### src/rtl/adder_pkg.sv
// Shared types and constants for the multi-cycle adder/subtractor.
package adder_pkg;

  // Control FSM states; exposed on the top level for observation.
  typedef enum logic [1:0] {
    ST_IDLE = 2'd0,
    ST_RUN  = 2'd1,
    ST_DONE = 2'd2
  } state_t;

  // Operation select encoding on the mode input.
  localparam logic MODE_ADD = 1'b0;
  localparam logic MODE_SUB = 1'b1;

endpackage

### src/rtl/adder_chunk.sv
// Combinational CHUNK-bit ripple row built from full_adder cells.
// Also reports the carry into the row MSB so the caller can form signed overflow.

module full_adder (
  input  logic x,
  input  logic y,
  input  logic ci,
  output logic s,
  output logic co
);
  assign s  = x ^ y ^ ci;
  assign co = (x & y) | (x & ci) | (y & ci);
endmodule

module adder_chunk #(
  parameter int CHUNK = 8
) (
  input  logic [CHUNK-1:0] a,
  input  logic [CHUNK-1:0] b,
  input  logic             ci,
  output logic [CHUNK-1:0] s,
  output logic             co,
  output logic             c_msb
);
  logic [CHUNK:0] c;

  assign c[0] = ci;

  for (genvar i = 0; i < CHUNK; i++) begin : g_cell
    full_adder u_fa (
      .x  (a[i]),
      .y  (b[i]),
      .ci (c[i]),
      .s  (s[i]),
      .co (c[i+1])
    );
  end

  assign co    = c[CHUNK];
  assign c_msb = c[CHUNK-1];
endmodule

### src/rtl/multi_cycle_adder.sv
// WIDTH-bit adder/subtractor that processes CHUNK bits per clock, keeping the
// inter-chunk carry in a register.
//
// Handshakes: a transfer happens on a rising edge where valid && ready are both
// high. in_ready is high only in IDLE (and never during reset); in_valid is
// ignored otherwise and nothing is buffered. out_valid stays high in DONE, with
// sum/carry/overflow held, until out_ready is seen; it is never withdrawn early.
module multi_cycle_adder
  import adder_pkg::*;
#(
  parameter int WIDTH = 32,
  parameter int CHUNK = 8
) (
  input  logic             clk,
  input  logic             rst_n,
  input  logic             in_valid,
  output logic             in_ready,
  input  logic [WIDTH-1:0] a,
  input  logic [WIDTH-1:0] b,
  input  logic             cin,
  input  logic             mode,
  output logic             out_valid,
  input  logic             out_ready,
  output logic [WIDTH-1:0] sum,
  output logic             carry,
  output logic             overflow,
  output state_t           fsm_state
);

  localparam int NCHUNK = WIDTH / CHUNK;
  localparam int IDX_W  = $clog2(NCHUNK) + 1;
  localparam logic [IDX_W-1:0] LAST_IDX = IDX_W'(NCHUNK - 1);

  state_t           state;
  logic [IDX_W-1:0] idx;
  logic [WIDTH-1:0] op_a;
  logic [WIDTH-1:0] op_b;
  logic             carry_reg;
  logic [WIDTH-1:0] sum_r;
  logic             carry_r;
  logic             ovf_r;
  logic             out_valid_r;

  logic [CHUNK-1:0] a_c;
  logic [CHUNK-1:0] b_c;
  logic [CHUNK-1:0] chunk_sum;
  logic             chunk_co;
  logic             chunk_c_msb;

  // Select the operand chunk addressed by the current index.
  always_comb begin
    a_c = '0;
    b_c = '0;
    for (int i = 0; i < NCHUNK; i++) begin
      if (idx == IDX_W'(i)) begin
        a_c = op_a[i*CHUNK +: CHUNK];
        b_c = op_b[i*CHUNK +: CHUNK];
      end
    end
  end

  adder_chunk #(.CHUNK(CHUNK)) u_chunk (
    .a     (a_c),
    .b     (b_c),
    .ci    (carry_reg),
    .s     (chunk_sum),
    .co    (chunk_co),
    .c_msb (chunk_c_msb)
  );

  // Control FSM plus operand, carry and result registers.
  always_ff @(posedge clk) begin
    if (!rst_n) begin
      state       <= ST_IDLE;
      idx         <= '0;
      op_a        <= '0;
      op_b        <= '0;
      carry_reg   <= 1'b0;
      sum_r       <= '0;
      carry_r     <= 1'b0;
      ovf_r       <= 1'b0;
      out_valid_r <= 1'b0;
    end else begin
      case (state)
        ST_IDLE: begin
          if (in_valid) begin
            // Subtraction is a + ~b + 1; cin only matters for add.
            op_a      <= a;
            op_b      <= (mode == MODE_SUB) ? ~b : b;
            carry_reg <= (mode == MODE_SUB) ? 1'b1 : cin;
            idx       <= '0;
            state     <= ST_RUN;
          end
        end
        ST_RUN: begin
          for (int i = 0; i < NCHUNK; i++) begin
            if (idx == IDX_W'(i)) sum_r[i*CHUNK +: CHUNK] <= chunk_sum;
          end
          carry_reg <= chunk_co;
          if (idx == LAST_IDX) begin
            carry_r     <= chunk_co;
            ovf_r       <= chunk_co ^ chunk_c_msb;
            out_valid_r <= 1'b1;
            state       <= ST_DONE;
          end else begin
            idx <= idx + 1'b1;
          end
        end
        ST_DONE: begin
          if (out_ready) begin
            out_valid_r <= 1'b0;
            state       <= ST_IDLE;
          end
        end
        default: begin
          state       <= ST_IDLE;
          out_valid_r <= 1'b0;
        end
      endcase
    end
  end

  assign in_ready  = rst_n && (state == ST_IDLE);
  assign out_valid = out_valid_r;
  assign sum       = sum_r;
  assign carry     = carry_r;
  assign overflow  = ovf_r;
  assign fsm_state = state;

endmodule

### config.mk
export PLATFORM = sky130hd
export DESIGN_NAME = multi_cycle_adder
export DESIGN_NICKNAME = d
export VERILOG_FILES = /design/src/rtl/adder_pkg.sv /design/src/rtl/adder_chunk.sv /design/src/rtl/multi_cycle_adder.sv
export SDC_FILE = /design/constraint.sdc
export NUM_CORES = 1
export LEC_CHECK = 0
export ABC_CLOCK_PERIOD_IN_PS = 13500
export BUFFER_PORTS_ARGS = -buffer_cell sky130_fd_sc_hd__buf_2
export CAP_MARGIN = 20
export CELL_PAD_IN_SITES_DETAIL_PLACEMENT = 1
export CELL_PAD_IN_SITES_GLOBAL_PLACEMENT = 1
export CORE_ASPECT_RATIO = 1.2
export CORE_MARGIN = 2
export CORE_UTILIZATION = 44
export CTS_CLUSTER_DIAMETER = 200
export DETAILED_ROUTE_END_ITERATION = 8
export PLACE_DENSITY = 0.95
export SYNTH_ARGS = -nofsm -noshare
export SYNTH_HDL_FRONTEND = slang
export SYNTH_SLANG_ARGS = --single-unit
### constraint.sdc
create_clock -name clk -period 13.5 [get_ports clk]
set_input_delay 2.7 -clock clk [delete_from_list [all_inputs] [get_ports clk]]
set_output_delay 2.7 -clock clk [all_outputs]
set_load 0.1 [all_outputs]
Yosys cells after proc, flatten, opt, wreduce, memory -nomap -nowiden

Cells that the tools add are included.

Register bits: 105
Bits in latches: 0
RAM bits: 0
Bits in read-only memories: 0
Input bits: 70
Word-level logic and storage cells: 116
Memories: 0

Add/subtract/negate cells: 1
Multiply operators: 0
Div/mod/pow operators: 0
$lt $le $gt $ge: 0
Eq/ne operators: 9
Shift-type cells: 0
Muxes and demuxes: 22
Bitwise gates (word level): 59
Reductions and logical operators: 13

Operators with widths:

| operator              | number |
|---|---|
| $mux W8               | 8 |
| $mux W32              | 1 |
| $not A32 Y32          | 1 |
| $and A1 B1 Y1         | 24 |
| $xor A1 B1 Y1         | 17 |
| $or A1 B1 Y1          | 16 |
| $reduce_and A2 Y1     | 6 |
| $reduce_and A3 Y1     | 3 |
| $ne A2 B2 Y1 const B  | 4 |
| $eq A3 B2 Y1 const B  | 2 |
| $mux W2               | 3 |
| $mux W3               | 2 |
| $pmux W2 S3           | 1 |
| $pmux W3 S2           | 1 |
| $mux W1               | 4 |
| $add A3 B1 Y3 const B | 1 |
| $eq A3 B1 Y1 const B  | 1 |
| $logic_not A3 Y1      | 1 |
| $pmux W1 S3           | 1 |
| $eq A2 B1 Y1 const B  | 1 |
| $eq A2 B2 Y1 const B  | 1 |
| $logic_not A2 Y1      | 1 |
| $pmux W1 S2           | 1 |
| $reduce_bool A2 Y1    | 1 |
| 2 further kinds       | 2 |

Longest topological paths before layout

Gate-level depths: netlist (run 1).

Word-level depth: 30
Depth in mapped cells: 20
Gate-level depth less buffers: 18

By module

From an unflattened synthesis (run 1), not the netlist that was laid out.

Cells, all modules: 565
Area total of the unflattened synthesis: 4919.7 sq um

Modules (own cells, without submodules):

| module            | instances | cells an instance | area each (sq um) | seq. area each (sq um) |
|---|---|---|---|---|
| multi_cycle_adder | 1         | 557               | 4759.6            | 2102.0 |
| full_adder        | 8         | 1                 | 20.0              | 0.0 |

Worst setup path before layout (run 1)

Ideal clock, no wire load.

Path type: input port to output port
Start: input port rst_n
End: output port in_ready
Arrival: 4.011 ns
Required time: 10.800 ns
Slack: 6.789 ns
Stages: 2
Buffers on the path: 0
Path through: nand2b_1 -> nor2_1

Cells in the longest elaborated chain, start to end: 1

RTL lines:

| item                | RTL line                 | RTL |
|---|---|---|
| from (decl)         | multi_cycle_adder.sv:15  | `input logic rst_n,` |
| $logic_and A1 B1 Y1 | multi_cycle_adder.sv:123 | `assign in_ready = rst_n && (state == ST_IDLE);` |
| to (decl)           | multi_cycle_adder.sv:17  | `output logic in_ready,` |

Every way passes these cells.

Final worst setup path (run 1)

Same ends and word-level chain as after synthesis.

==> impl_metrics.tcl, run 1 <==
set metrics [dict create \
    io-pin-count 108 \
    slew_viol_final 0 \
    synth.top_cells.by_count "sky130_fd_sc_hd__nand2_1, sky130_fd_sc_hd__dfxtp_1, sky130_fd_sc_hd__o211a_1" \
    globalRouteOverflowTotal 0 \
    pwr-share-clk 0.331 \
    post_synth_xor_area_fraction 0.0583 \
    synth_simple_gate_area_frac 0.186 \
    syn-num-nets 649 \
    worst_setup_end_kind "output port" \
    fp-row-count 42 \
    netlist.area_leader.share 0.424 \
    maxCapViolations 0 \
    detail_route.drc_violations 0 \
    worstPathMaxFanout 114 \
    clk_pin_slew_ns 0.06 \
    dieWidth_um 101 \
    firstDrtPassIters 4 \
    setup_total_negative_slack_ns 0 \
    ctsResizeCount 0 \
    detailedPlacementHpwl_um 9760 \
    cpLargestDelayFamily "buffers and inverters" \
    floorplan.initialDensity 0.449 \
    synth_cells 566 \
    io_buffers 107 \
    globalplace.congestion 0.813 \
    setup.worst_path.class "in2out" \
    holdWs_ns 0.458 \
    wl_um 13700 \
    crit_buf_inv 3 \
    regArea_um2 2100 \
    cp_common_cell "sky130_fd_sc_hd__buf_2" \
    synthAdderAreaFrac 0.0449 \
    most_used_flip_flop_cell_after_synthesis "sky130_fd_sc_hd__dfxtp_1" \
    combPwrFrac 0.197 \
    start_kind "input port" \
    net_count_of_the_finished_layout 723 \
    setup-violations-final 0 \
    worst_slew_pin_slew_ns 1.06 \
    worst_ep_arrival_time_ns 4.30 \
    timing.fmax_ghz 0.143 \
    hold_buffers 0 \
    final.setup_skew_ns 0.00623 \
    synth_sequential_area_ratio 0.424 \
    dieArea_um2 12100 \
    syn_avg_cell_area_um2 8.76 \
    yosys_register_bits 105 \
    relSlewSlack 0.295 \
    drt_first_iter_violations 195 \
    synth_cell_types 32 \
    grt_max_degree 115 \
    fill_cells 1327 \
    power.ir.vdd_worst_mv 0.0495 \
    routed_wire_length_per_instance_um 17.6 \
    antenna_cells_inserted 0 \
    dominant_combinational_cell_family_by_area_after_synthesis "compound AO/OA/AOI/OAI gates" \
    min_period_over_period 0.518 \
    first_global_vias 4590 \
    track_usage 0.230 \
    power_switching_uw 218 \
    grt_pass1_wl_um 22000 \
    p_sw_frac 0.304 \
    number_of_synthesized_flops_with_an_enable_pin 0 \
    max-clock-path-buffers 2 \
    cellLeakagePower_uw 0.00267 \
    yosysWarnings 0 \
    slowest_stage_delay_on_critical_path_ns 0.76 \
    synth_compound_gate_area_share 0.237 \
    critical_path_cell_list "buf_2, buf_4, nand2b_1, nor2_1, buf_2" \
    chipHeight_um 120 \
    finalHoldViolations 0 \
    synthDominantAreaCellType "sky130_fd_sc_hd__dfxtp_1" \
    vias_per_cell 5.58 \
    post-route-min-period_ns 7.00 \
    post_cts_buffers 0 \
    post_route_cells_drive_above_1_share 0.203 \
    synth.cell_area_um2 4960 \
    post_synth_mux_area_share 0 \
    htree_levels 3 \
    layout-area-overhead-vs-synth_pct 16.1 \
    cell_internal_pwr_uw 501 \
    grt_antenna_before_repair 0 \
    tritoncts "done" \
    yosys-top-cells-area "sky130_fd_sc_hd__dfxtp_1, sky130_fd_sc_hd__nand2_1, sky130_fd_sc_hd__o211a_1" \
    cp_data_required_time_ns 10.80 \
    pwr_density_cell_nw_per_um2 125 \
    seqPwrFrac 0.472 \
    multiInputGateArea_um2 2610 \
    async_reset_ff_frac 0 \
    clock-root-buffer "sky130_fd_sc_hd__clkbuf_16" \
    outcome "completed" \
    grt_setup_unrepaired "false" \
    cts.sinks 105 \
    yosysMostFrequentCell "sky130_fd_sc_hd__nand2_1" \
    worst_path_max_delay_cell "sky130_fd_sc_hd__buf_4" \
    hold_path.class "reg2reg" \
    clk_latency_ns 0.35 \
    cts_made_buffers 9 \
    core_area_um2 11000 \
    routed-via-count 4327 \
    drtAntennaViolNets 0 \
]
## per-stage QoR
step	power [uW]	util	worst slack [ns]	instances	instance area, um^2
finish	719	0.522	6.50	776	5760
global route	749	0.522	6.33	776	5760
CTS	719	0.518	6.50	774	5720
detailed placement	485	0.495	6.49	759	5460
global placement	477	0.495	6.57	759	5460
floorplan	446	-	6.79	566	4960
## worst min-delay path, delay by kind of cell (launching register included)
family / cells / cell delay [ns]
AND/OR/NAND/NOR: 1 / 0.05
AO/OA/AOI/OAI: 1 / 0.05
flip-flops: 1 / 0.31
## cell type report
| class | count | area share |
|---|---|---|
| inverter | 6 | 0.00391 |
| clock inverter | 5 | 0.00587 |
| clock buffer | 10 | 0.0398 |
| sequential | 105 | 0.365 |
| timing repair buffer | 112 | 0.103 |
| tap | 132 | 0.0287 |
| multi-input combinational | 406 | 0.454 |
## final timing paths
kind / slack [ns] / cells after the start / start / end
worst max register to register: 7.81 / 17 / idx[1] / sum[31]
worst min-delay path: 0.46 / 2 / op_a[19] / op_a[19]
worst max-delay path: 6.50 / 5 / rst_n / in_ready
worst min register to register: 0.46 / 2 / op_a[19] / op_a[19]
## routing by layer
metal / vias up / wire, um / share of wire / GRT usage
li1: 2085 / - / - / -
met1: 2105 / 5640 / 0.41 / 0.261
met2: 103 / 7100 / 0.52 / 0.415
met3: 34 / 484 / 0.035 / 0.0358
met4: 0 / 463 / 0.034 / 0.113
met5: - / 0 / 0 / 0
## power by group through the flow
stage | sequential (uW) | combinational, uW | clock (uW)
after floorplan | 369 | 76.8 | 0
after global placement | 345 | 132 | 0
after detailed placement | 346 | 139 | 0
after CTS | 339 | 140 | 239
after global routing | 341 | 154 | 254
final | 340 | 141 | 238
## kinds of logic (layout without fill, tap and decap cells)
family / Yosys count / after routing
AOI/OAI and AO/OA: 157 / 157
xor gates and xnor gates: 33 / 33
adders and majority gates: 13 / 13
buffers and inverters: 55 / 133
DFF: 105 / 105
and+or+nand+nor: 203 / 203
## layout by cell type, fill, tap and decap left out, types with 12 or more instances in the layout
master | synthesis | routed
sky130_fd_sc_hd__nand3_1 | 20 | 20
sky130_fd_sc_hd__nand2_1 | 145 | 145
sky130_fd_sc_hd__a32o_1 | 12 | 12
sky130_fd_sc_hd__dfxtp_1 | 105 | 105
sky130_fd_sc_hd__a21oi_1 | 20 | 20
sky130_fd_sc_hd__o211a_1 | 42 | 42
sky130_fd_sc_hd__buf_2 | 22 | 107
sky130_fd_sc_hd__nand2b_1 | 18 | 18
sky130_fd_sc_hd__a21boi_0 | 30 | 30
sky130_fd_sc_hd__xnor2_1 | 33 | 33
sky130_fd_sc_hd__o21ai_0 | 37 | 37
Power figures use the tool's default switching activity.
==> run 2, diff against run 1 <==
- ABC_AREA: default -> 1
- ABC_CLOCK_PERIOD_IN_PS: 13500 -> 7100
- CORE_UTILIZATION: 44 -> 39
- PLACE_DENSITY: 0.95 -> 0.92
- clock period: 13.5 -> 7.1 ns (I/O delays scaled with it)
==> run 2 against run 1 <==
Against the previous run: critical path depth increased by 14; clock skew increased by 0.0043 ns; register-to-register slack got worse by 6.3 ns; critical path type is now reg2reg; critical endpoint is now sum[15]; largest cell class unchanged; largest power group unchanged; highest routed layer unchanged.
==> impl_metrics.tcl, run 2 <==
set metrics [dict create \
    finish.cell_count_without_fillers 962 \
    post-route-worst-setup-slack_ns 1.53 \
    track_usage 0.214 \
    finalHoldViolations 0 \
    yosysWarnings 0 \
    dieWidth_um 107 \
    routed_wire_length_per_instance_um 14.7 \
    clock-root-buffer "sky130_fd_sc_hd__clkbuf_16" \
    fp-row-count 45 \
    power.ir.vdd_worst_mv 0.140 \
    firstDrtPassIters 4 \
    slowest_stage_delay_on_critical_path_ns 0.58 \
    syn-num-nets 797 \
    globalplace.congestion 0.890 \
    cpLargestDelayFamily "adder cells" \
    async_reset_ff_frac 0 \
    start_kind "flop" \
    worst_hold_path.num_cells 2 \
    grt_max_degree 74 \
    final_common_cell "sky130_fd_sc_hd__nand2_1" \
    synth.cell_area_um2 5010 \
    layout-area-overhead-vs-synth_pct 16.8 \
    cp_data_required_time_ns 7.39 \
    post_cts_buffers 0 \
    slew_viol_final 0 \
    grt_setup_unrepaired "false" \
    routed-via-count 4699 \
    max-clock-path-buffers 2 \
    synth_sequential_area_ratio 0.420 \
    number_of_synthesized_flops_with_an_enable_pin 0 \
    cp_common_cell "sky130_fd_sc_hd__fa_1" \
    yosysMostFrequentCell "sky130_fd_sc_hd__nand2_1" \
    worst_setup_end_kind "flop" \
    min_period_over_period 0.784 \
    first_global_vias 4828 \
    antenna_cells_inserted 0 \
    drt_first_iter_violations 179 \
    yosys_register_bits 105 \
    worst_ep_arrival_time_ns 5.86 \
    worst_path_max_delay_cell "sky130_fd_sc_hd__ha_1" \
    reg2regPathDepth 19 \
    detail_route.drc_violations 0 \
    chipHeight_um 128 \
    core_area_um2 12600 \
    worst_slew_pin_slew_ns 0.930 \
    tritoncts "done" \
    synth_cell_types 21 \
    htree_levels 3 \
    worstPathMaxFanout 19 \
    dieArea_um2 13800 \
    cts_made_buffers 9 \
    synth_cells 714 \
    synthDominantAreaCellType "sky130_fd_sc_hd__dfxtp_1" \
    netlist.area_leader.share 0.420 \
    detailedPlacementHpwl_um 10200 \
    hold_buffers 0 \
    total_power_uw 1500 \
    cellLeakagePower_uw 0.00282 \
    worstSetupPathDepth 19 \
    setup_total_negative_slack_ns 0 \
    clk_latency_ns 0.35 \
    wl_um 14100 \
    relSlewSlack 0.380 \
    globalRouteOverflowTotal 0 \
    timing.fmax_ghz 0.180 \
    hold_path.class "reg2reg" \
    io-pin-count 108 \
    synth.top_cells.by_count "sky130_fd_sc_hd__nand2_1, sky130_fd_sc_hd__nor2_1, sky130_fd_sc_hd__dfxtp_1" \
    crit_buf_inv 5 \
    setup.worst_path.class "reg2reg" \
    fill_cells 1718 \
    drtAntennaViolNets 0 \
    final.setup_skew_ns 0.0105 \
    final_cell_mix "sky130_fd_sc_hd__nand2_1, sky130_fd_sc_hd__nor2_1, sky130_fd_sc_hd__buf_2, sky130_fd_sc_hd__dfxtp_1, sky130_fd_sc_hd__o21ai_0" \
    clk_pin_slew_ns 0.07 \
    io_buffers 107 \
    setup-violations-final 0 \
    syn_avg_cell_area_um2 7.01 \
    yosys-top-cells-area "sky130_fd_sc_hd__dfxtp_1, sky130_fd_sc_hd__nand2_1, sky130_fd_sc_hd__nor2_1" \
    pwr_density_cell_nw_per_um2 257 \
    outcome "completed" \
    net_count_of_the_finished_layout 876 \
    floorplan.initialDensity 0.397 \
    most_used_flip_flop_cell_after_synthesis "sky130_fd_sc_hd__dfxtp_1" \
    grt_pass1_wl_um 23000 \
    place_ws_ns 1.62 \
    maxCapViolations 0 \
    place_inst 946 \
    ctsResizeCount 0 \
    vias_per_cell 4.88 \
    grt_antenna_before_repair 0 \
    cts.sinks 105 \
    post_route_cells_drive_above_1_share 0.173 \
    critical_path_cell_list "ha_1, ha_1, inv_1, nand2_1, inv_1, a21oi_1, fa_1, inv_1, fa_1, fa_1, fa_1, fa_1, fa_1, fa_1, inv_1, fa_1, inv_1, o21ai_0, nor2_1" \
    post-route-min-period_ns 5.57 \
]
-- run 2: cells by family after synthesis --
logic type / Yosys count / synth area share
xor gates and xnor gates: 32 / 0.0560
and+or+nand+nor: 328 / 0.259
DFF: 105 / 0.420
AOI/OAI and AO/OA: 129 / 0.129
buffers and inverters: 107 / 0.0922
adders and majority gates: 13 / 0.0445
-- run 2: stage by stage --
step                utilization  area [um^2]  hold slack [ns]
finish                    0.464         5850            0.469
global route              0.464         5850            0.488
CTS                       0.464         5850            0.475
detailed placement        0.440         5550            0.461
global placement          0.440         5550            0.450
floorplan                     -         5010            0.430
-- run 2: routing by layer --
layer | wire [um] | vias to the layer above | global-route usage
met4 | 450 | 0 | 0.0890
met2 | 7130 | 115 | 0.391
met5 | 0 | - | 0
li1 | - | 2363 | -
met3 | 503 | 32 | 0.0346
met1 | 6050 | 2189 | 0.245
-- run 2: worst paths after layout --
path,start,end,slack [ns]
worst min register to register,op_b[6],op_b[6],0.47
worst max-delay path,idx[1],sum[15],1.53
worst min-delay path,op_b[6],op_b[6],0.47
worst max register to register,idx[1],sum[15],1.53
-- run 2: area by class of cell --
class | instances | area [um^2] | area share
clock buffers | 11 | 233 | 0.0398
clock inverters | 5 | 61.3 | 0.0105
inverters | 65 | 244 | 0.0417
multi-input cells | 502 | 2440 | 0.418
flip-flops and latches | 105 | 2100 | 0.359
well taps | 164 | 205 | 0.0351
repair buffers | 110 | 558 | 0.0954
-- run 2: worst register-to-register path: cells and delay by family, from the launching register on --
kind / cells / cell delay (ns)
simple gates: 2 / 0.27
buf+inv: 5 / 0.73
fa+ha+maj: 10 / 3.82
flops: 1 / 0.38
compound gates: 2 / 0.31
-- run 2: power by group --
| part | total (uW) | internal [uW] | switching [uW] |
|---|---|---|---|
| Sequential | 655 | 629 | 25.5 |
| Clock | 500 | 276 | 224 |
| Combinational | 347 | 95.7 | 252 |
| Total | 1500 | 1000 | 501 |
